**src/rtl/dmem_pkg.sv**
```systemverilog
`default_nettype none
// ============================================================================
//  Module   : dmem_pkg
//  Purpose  : Shared definitions for the data-memory dump arbiter: memory
//             operation encoding, dump FSM state type and an op-decode helper.
//  Revision : 1.0 - initial release
// ============================================================================
package dmem_pkg;

    // Memory request encoding shared by the pipeline and memory sides.
    // Code 2'b11 is not a legal request and behaves as idle.
    localparam logic [1:0] OP_IDLE  = 2'b00;
    localparam logic [1:0] OP_WRITE = 2'b01;
    localparam logic [1:0] OP_READ  = 2'b10;

    typedef enum logic [2:0] {
        ST_IDLE = 3'd0,
        ST_RD   = 3'd1,
        ST_CAP  = 3'd2,
        ST_SEND = 3'd3,
        ST_DONE = 3'd4
    } dump_state_t;

    // True only for the two request codes that actually touch memory.
    function automatic logic op_is_active(input logic [1:0] op);
        return (op == OP_WRITE) || (op == OP_READ);
    endfunction

endpackage : dmem_pkg
`default_nettype wire

```
**src/rtl/word_tx_serializer.sv**
```systemverilog
`default_nettype none
// ============================================================================
//  Module   : word_tx_serializer
//  Purpose  : Latches one 32-bit word and presents it as four bytes, most
//             significant byte first, over a valid/ready handshake.
//  Ports    : clk, rst        - clock, asynchronous active-high reset
//             load            - capture load_word and start a new word
//             load_word[31:0] - word to serialise
//             tx_ready        - downstream accepts the current byte
//             tx_valid        - a byte is on offer
//             tx_data[7:0]    - byte on offer (0 when nothing is offered)
//             word_done       - handshake of the fourth byte this cycle
//  Revision : 1.0 - initial release
// ============================================================================
module word_tx_serializer
    import dmem_pkg::*;
(
    input  logic        clk,
    input  logic        rst,
    input  logic        load,
    input  logic [31:0] load_word,
    input  logic        tx_ready,
    output logic        tx_valid,
    output logic [7:0]  tx_data,
    output logic        word_done
);

    logic [31:0] r_shift;
    logic [1:0]  r_idx;
    logic        r_valid;
    logic        w_hs;
    logic [7:0]  w_byte;

    assign w_hs = r_valid && tx_ready;

    // The word is held intact and the outgoing byte is chosen by the index,
    // so tx_data cannot change while a byte waits for tx_ready.
    always_ff @(posedge clk or posedge rst) begin
        if (rst) begin
            r_shift <= '0;
            r_idx   <= '0;
            r_valid <= 1'b0;
        end else if (load) begin
            r_shift <= load_word;
            r_idx   <= '0;
            r_valid <= 1'b1;
        end else if (w_hs) begin
            r_idx <= r_idx + 2'd1;
            if (r_idx == 2'd3) begin
                r_valid <= 1'b0;
            end
        end
    end

    always_comb begin
        w_byte = 8'h00;
        case (r_idx)
            2'd0:    w_byte = r_shift[31:24];
            2'd1:    w_byte = r_shift[23:16];
            2'd2:    w_byte = r_shift[15:8];
            default: w_byte = r_shift[7:0];
        endcase
    end

    assign tx_valid  = r_valid;
    assign tx_data   = r_valid ? w_byte : 8'h00;
    assign word_done = w_hs && (r_idx == 2'd3);

endmodule : word_tx_serializer
`default_nettype wire

```
**src/rtl/dmem_dump_arbiter.sv**
```systemverilog
`default_nettype none
// ============================================================================
//  Module   : dmem_dump_arbiter
//  Purpose  : Shares one data memory between the CPU pipeline and a debug
//             dump engine that walks all DEPTH words and streams them, MSB
//             first, to a UART transmitter.
//  Ports    : clk, rst                       - clock, async active-high reset
//             pipe_op/pipe_addr/pipe_wdata   - pipeline memory request
//             pipe_stall                     - pipeline request not granted
//             dump_start                     - pulse: begin a full dump
//             dump_busy / dump_done          - dump in progress / finished
//             mem_op/mem_addr/mem_wdata      - granted request to memory
//             mem_rdata                      - read data, one cycle latency
//             tx_valid/tx_data/tx_ready      - byte stream to the UART
//  Revision : 1.0 - initial release
// ============================================================================
module dmem_dump_arbiter
    import dmem_pkg::*;
#(
    parameter int DEPTH  = 32,
    parameter int ADDR_W = 5
) (
    input  logic              clk,
    input  logic              rst,
    input  logic [1:0]        pipe_op,
    input  logic [ADDR_W-1:0] pipe_addr,
    input  logic [31:0]       pipe_wdata,
    output logic              pipe_stall,
    input  logic              dump_start,
    output logic              dump_busy,
    output logic              dump_done,
    output logic [1:0]        mem_op,
    output logic [ADDR_W-1:0] mem_addr,
    output logic [31:0]       mem_wdata,
    input  logic [31:0]       mem_rdata,
    output logic              tx_valid,
    output logic [7:0]        tx_data,
    input  logic              tx_ready
);

    localparam logic [ADDR_W-1:0] c_last_addr = ADDR_W'(DEPTH - 1);

    dump_state_t       r_state;
    dump_state_t       w_next;
    logic [ADDR_W-1:0] r_addr;
    logic              w_load;
    logic              w_word_done;
    logic              w_last;

    assign w_last = (r_addr == c_last_addr);

    word_tx_serializer u_ser (
        .clk       (clk),
        .rst       (rst),
        .load      (w_load),
        .load_word (mem_rdata),
        .tx_ready  (tx_ready),
        .tx_valid  (tx_valid),
        .tx_data   (tx_data),
        .word_done (w_word_done)
    );

    always_ff @(posedge clk or posedge rst) begin
        if (rst) begin
            r_state <= ST_IDLE;
        end else begin
            r_state <= w_next;
        end
    end

    // Termination relies only on the last-address compare, so the counter
    // never needs to wrap.
    always_ff @(posedge clk or posedge rst) begin
        if (rst) begin
            r_addr <= '0;
        end else if ((r_state == ST_IDLE) && dump_start) begin
            r_addr <= '0;
        end else if ((r_state == ST_SEND) && w_word_done && !w_last) begin
            r_addr <= r_addr + 1'b1;
        end
    end

    always_comb begin
        w_next     = r_state;
        w_load     = 1'b0;
        dump_done  = 1'b0;
        dump_busy  = (r_state != ST_IDLE);
        pipe_stall = 1'b0;
        // Pipeline pass-through; the illegal code 2'b11 is presented to
        // memory as a plain idle.
        mem_op     = op_is_active(pipe_op) ? pipe_op : OP_IDLE;
        mem_addr   = pipe_addr;
        mem_wdata  = pipe_wdata;

        case (r_state)
            ST_IDLE: begin
                if (dump_start) begin
                    w_next = ST_RD;
                end
            end
            ST_RD: begin
                // The dump owns the memory port for exactly this cycle.
                mem_op     = OP_READ;
                mem_addr   = r_addr;
                mem_wdata  = '0;
                pipe_stall = op_is_active(pipe_op);
                w_next     = ST_CAP;
            end
            ST_CAP: begin
                w_load = 1'b1;
                w_next = ST_SEND;
            end
            ST_SEND: begin
                if (w_word_done) begin
                    w_next = w_last ? ST_DONE : ST_RD;
                end
            end
            ST_DONE: begin
                dump_done = 1'b1;
                w_next    = ST_IDLE;
            end
            default: begin
                w_next = ST_IDLE;
            end
        endcase
    end

endmodule : dmem_dump_arbiter
`default_nettype wire

```
**config.mk**
```make
export PLATFORM = sky130hd
export DESIGN_NAME = dmem_dump_arbiter
export DESIGN_NICKNAME = d
export VERILOG_FILES = /design/src/rtl/dmem_pkg.sv /design/src/rtl/word_tx_serializer.sv /design/src/rtl/dmem_dump_arbiter.sv
export SDC_FILE = /design/constraint.sdc
export NUM_CORES = 1
export LEC_CHECK = 0
export CAP_MARGIN = 10
export CORE_AREA = 4 4 84 86
export DETAILED_ROUTE_END_ITERATION = 6
export DIE_AREA = 0 0 88 90
export PLACE_DENSITY_LB_ADDON = 0.2
export SLEW_MARGIN = 25
export SYNTH_ARGS = -nofsm -noshare
export SYNTH_HDL_FRONTEND = slang
export SYNTH_SLANG_ARGS = --single-unit
```
**constraint.sdc**
```tcl
create_clock -name clk -period 2.4 [get_ports clk]
set_clock_uncertainty 0.15 [all_clocks]
set_input_delay 0.72 -clock clk [delete_from_list [all_inputs] [get_ports clk]]
set_output_delay 0.72 -clock clk [all_outputs]
set_load 0.01 [all_outputs]
```
======== Word-level counts from Yosys, hierarchy flattened ========
Index checks and enable logic that the tools add are counted.
storage, ports and cells
  input bits .............................. 75
  register bits after elaboration ......... 43
  logic and storage cells ................. 54
  output and inout bits ................... 51
operators by class
  multiplexer cells ....................... 20
  reduce and logical (&&, ||, !) cells .... 15
  $add $sub $neg .......................... 2
  equal/unequal tests ..................... 12
operator list
  cell                                                 count
  two-way mux 32 bit                                   1
  one-hot mux 8 bit (3 select lines)                   1
  two-way mux 5 bit                                    3
  one-hot mux 3 bit (4 select lines)                   1
  two-way mux 3 bit                                    3
  two-way mux 2 bit                                    4
  two-way mux 8 bit                                    1
  equality test 2 bit, second input constant           3
  equality test 3 x 2 -> 1 bit, second input constant  2
  two-way mux 1 bit                                    6
  nonzero test 2 bit                                   3
  adder 5 x 1 -> 5 bit, second input constant          1
  equality test 5 bit, second input constant           1
  logical AND 1 bit                                    5
  equality test 2 x 1 -> 1 bit, second input constant  2
  inequality test 2 bit, second input constant         2
  AND reduction 2 bit                                  2
  equality test 3 x 1 -> 1 bit, second input constant  1
  equality test 3 bit, second input constant           1
  logical NOT 3 bit                                    1
  nonzero test 3 bit                                   1
  adder 2 x 1 -> 2 bit, second input constant          1
  logical NOT 2 bit                                    1
  logical NOT 1 bit                                    1
  logical OR 1 bit                                     1

======== Longest topological paths before layout ========
  depth in word-level cells ............... 6
  gate-level depth with buffers ........... 6
  mapped depth without buffers ............ 6

======== Hierarchy ========
A second synthesis with hierarchy kept.
second synthesis, totals
  cell total of the unflattened synthesis .. 228
  area, all modules ....................... 2534.9 um^2
modules (own cells, without submodules)
  module              seq. area each (um^2)  area each (um^2)  times used  cells each
  word_tx_serializer  875.8                  1751.7            1           135
  dmem_dump_arbiter   200.2                  783.3             1           93

======== Least setup slack after synthesis ========
Ideal clock, no wire load.
  path type ............................... register -> output
  from .................................... register u_ser.r_idx[0]
  to ...................................... output tx_data[7]
  buffers on the path ..................... 1
  cell stages (with the launch flop) ...... 7
  arrival time ............................ 1383 ps
  setup slack ............................. 147 ps
  path through ............................ dfrtp_1 -> inv_1 -> ha_1 -> clkbuf_1 -> a222oi_1 -> o21ai_0 -> and2_1
on the way
  cells in the longest elaborated chain, start to end .. 3
  elaborated cells on any way between the ends .. 5
  those cells by class .................... 2 x eq/ne; 2 x mux; 1 x reduce/logical
RTL lines
  what                                               line                      source
  start, declared                                    word_tx_serializer.sv:29  logic [1:0] r_idx;
  start signal, assigned                             word_tx_serializer.sv:48  r_idx <= r_idx + 2'd1;
  equality test 2 bit, or another cell as far along  word_tx_serializer.sv:57  case (r_idx)
  one-hot mux 8 bit (3 select lines) (*)             word_tx_serializer.sv:57
  two-way mux 8 bit (*)                              word_tx_serializer.sv:66  assign tx_data = r_valid ? w_byte : 8'h00;
  end, declared                                      dmem_dump_arbiter.sv:37   output logic [7:0] tx_data,
Every way passes the cells marked *; elsewhere a longest branch is shown, timed or not.

======== Worst setup path in the final report ========
  from .................................... register u_ser.r_idx[0]
  to ...................................... output tx_data[2]
The elaborated chain is that of the path after synthesis.

==> summary.md <==
| Metric | Value |
|---|---|
| Post-route ant nets | 0 |
| Total Die Area | 0.00792 mm2 |
| Yosys reg bits | 43 |
| Critical-path cell list | ha_4, buf_6, a222oi_1, o21ai_1, and2_1, buf_2 |
| Crit path DAT | 1.78 ns |
| Syn Area/Cell | 11.2 um2 |
| Max FO, Critical Path | 4 |
| Fmax | ~0.38 GHz |
| Worst Setup SP | u_ser.r_idx[0]$_DFFE_PP0P_ |
| Synth top area cells | dfrtp_1 (44%), mux2_2 (17%), nor2b_1 (8.7%), ha_1 (4.6%), a222oi_1 (3.3%) |
| Seq/Total Area, Yosys | 44.2% |
| Post-Route WL | roughly 7 mm |
| Worst Hold Launch | u_ser.r_shift[11]$_DFFE_PP0P_ |
| Slew headroom | between 70% and 80% |
| Vias | 2178 |
| Worst-Skew Late Latency | ~0.30 ns |
| CP endpoint kind | output pin |
| Largest net degree at the start of global routing | 36 |
| Clk sinks | between 40 and 50 |
| Grt total ovfl | 0 |
| Placed insts | 426 |
| Buffers on Ports | between 100 and 150 |
| Final GP Congestion | 0.731 |
| Max stage delay on crit path | 0.45 ns |
| Hold_ws | 0.343 ns |
| Routed len/inst | roughly 16 um |
| Worst hold path class | reg -> reg |
| Peak supply drop | between 0.0005 and 0.0006 V |
| RSZ-0062 raised after global routing | true |
| Leakage power | 1.88 nW |
| Final Non-Filler Cells | 443 |
| Pwr per Cell Area | between 800 and 900 mW/mm2 |
| Hold-fix buffers, CTS | 0 |
| Setup violators final | 36 |
| Syn-to-layout area delta | 70.2% |
| Crit path time final | 2.65 ns |
| Drt pass-1 iters | 5 |
| Diodes inserted | 0 |
| Yosys top cell by area | dfrtp_1 |
| Max Transition Viols Final | 0 |
| Crit Reg-Reg Startpoint | r_addr[0]$_DFFE_PP0P_ |
| Mapped Area | between 0.002 and 0.0025 mm2 |
| Area share of the leading cell type in the synthesized netlist | about 44% |
| Syn nets | approximately 300 |
| Synth Instances | 217 |
| Die W | 88 um |
| H-Tree Level Count | 2 |
| Layout cells sized above 1 | between 40 and 50% |
| Max-cap viol count | 0 |
| Core ar. | 0.00628 mm2 |
| Register area | 0.00108 mm2 |
| Ys Warns | 0 |
| Vias/cell | about 4.9 |
| Clk root buf | clkbuf_8 |
| Total GRT Usage | 17.7% |
| Crit path kind | reg -> out |
| Status | complete, but fails checks |
| Area of the multi-input gates | 0.00136 mm2 |
| TritonCTS clock tree | yes |
| CP max stage cell | dfrtp_2 |
| Top_reg_cell synth | dfrtp_1 |
| Fraction of registers with async set/reset | 100% |
| Initial DRC Count | 98 |
| Worst Max-Slew Pin Slew | 0.419 ns |
| Post-synth EDFFs | 0 |
| Fin. Hold Viols | 0 |
| Initial core utilization | 38.8% |
| PnR worst setup slack | -0.247 ns |
| Netlist cell types | 33 |
| # DRC | 0 |
| Global-route wire length before repair | 11.1 mm |
| Fin crit share | 110% |
| Failing checks | negative setup slack |
| I/O pins | 126 |
| CTS Buf Count | 5 |
| Initial antenna violation count | 0 |
| Vias in the first global route | between 2000 and 2500 |
| Post-DP HPWL | 5.02 mm |
| Bufs on Longest Clock Path | 2 |
| Clk pin slew, worst setup/hold paths | ~0.09 ns |
| Worst Setup Start Kind | flip-flop |
| Worst EP required | 1.53 ns |
| Layout Nets | ~450 |
| Die Span Y | approximately 90 um |
| Fill cells | 506 |
| Cell Rows | 29 |
layout by cell type, fill, tap and decap left out, types with 3 or more instances in the layout:
master and n:
inv_1 4, nor2b_4 6, buf_6 20, mux2_4 5
nand2_1 11, o21ai_1 8, mux2_2 32, clkdlybuf4s50_1 73
ha_1 4, clkbuf_8 5, buf_2 36, nor3_1 3
and2_1 9, ha_4 4, a222oi_1 8, nand3_1 3
nor2b_1 26, buf_4 15, dfrtp_1 41, inv_2 3
buf_12 6, nor2_1 6
stage by stage:
stage | TNS, ns | cell area, um2 | total power [mW] | util, % | setup slack, ns
floorplan | 0 | 2430 | 2.15 | - | 0.147
global placement | -15.86 | 3900 | 2.93 | 62.2 | -0.714
detailed placement | -16.32 | 3900 | 2.97 | 62.2 | -0.737
CTS | -2.93 | 4000 | 3.68 | 63.7 | -0.269
global route | -4.82 | 4150 | 3.98 | 66.0 | -0.347
finish | -2.27 | 4150 | 3.73 | 66.0 | -0.247
power by group:
| part | switching [mW] | internal, mW | leakage, nW |
|---|---|---|---|
| clock | 0.257 | 0.416 | 0.0654 |
| combinational | 0.721 | 1.06 | 1.29 |
| sequential | 0.224 | 1.05 | 0.523 |
| total | 1.20 | 2.52 | 1.88 |
cell usage after synthesis, types with 4 or more instances:
master and count:
ha_1 9, nand2_1 11, o21ai_0 8, buf_6 6, nor2b_1 34, a222oi_1 8, and2_1 9, nor3_1 4
mux2_2 37, dfrtp_1 43, nor2_1 7, inv_1 7, clkbuf_1 7
cell type report:
type                       instances  area share (%)
tap                               77            2.32
timing repair buffer             156            35.0
multi-input combinational        152            32.8
clock inverter                     2            1.45
sequential                        43            26.0
clock buffer                       6            1.75
inverter                           7           0.634
state kept, by name (all words and copies together), names as in the netlist:
signal          count
u_ser.r_shift      32
r_addr              5
r_state             3
u_ser.r_idx         2
u_ser.tx_valid      1
timing repair:
| action | CTS | global route |
|---|---|---|
| pin swaps | 19 | 20 |
| cloned | 2 | 1 |
| hold endpoints to repair | 0 | 0 |
| resized for setup | 227 | 38 |
| endpoints found under the setup margin | 50 | 47 |
| setup buffers | 7 | 3 |
worst paths after layout:
kind                                                      end  slack (ns)  cells after the start
min in group asynchronous          u_ser.r_idx[0]$_DFFE_PP0P_        0.58                      2
max in group asynchronous       u_ser.r_shift[20]$_DFFE_PP0P_        1.04                      3
worst min register to register  u_ser.r_shift[11]$_DFFE_PP0P_        0.34                      1
worst min-delay path            u_ser.r_shift[11]$_DFFE_PP0P_        0.34                      1
worst max register to register          r_addr[0]$_DFFE_PP0P_        0.32                      6
worst max-delay path                               tx_data[2]       -0.25                      6
worst max-delay path, delay by kind of cell, from the launching register on:
kind | cells | cell delay [ns]
flip-flops | 1 | 0.45
AND/OR/NAND/NOR | 1 | 0.15
buffers and inverters | 2 | 0.25
AO/OA/AOI/OAI | 2 | 0.43
adder cells (fa/ha/maj) | 1 | 0.18
cell families (layout without fill, tap and decap cells):
kind of cell	after synthesis	after routing	synth area share, %
adders and majority gates	9	9	4.62
buffers and inverters	22	171	5.55
DFF	43	43	44.2
and+or+nand+nor	79	79	19.8
xor gates and xnor gates	1	1	0.360
muxes	39	39	18.0
AOI/OAI and AO/OA	24	24	7.45
per-layer routing:
| metal | track usage (%) | routed length (um) |
|---|---|---|
| met1 | 22.6 | 2890 |
| met3 | 2.93 | 328 |
| met4 | 4.73 | 64 |
| met5 | 0 | 0 |
| met2 | 30.4 | 3820 |
(Power assumes the default switching activity.)
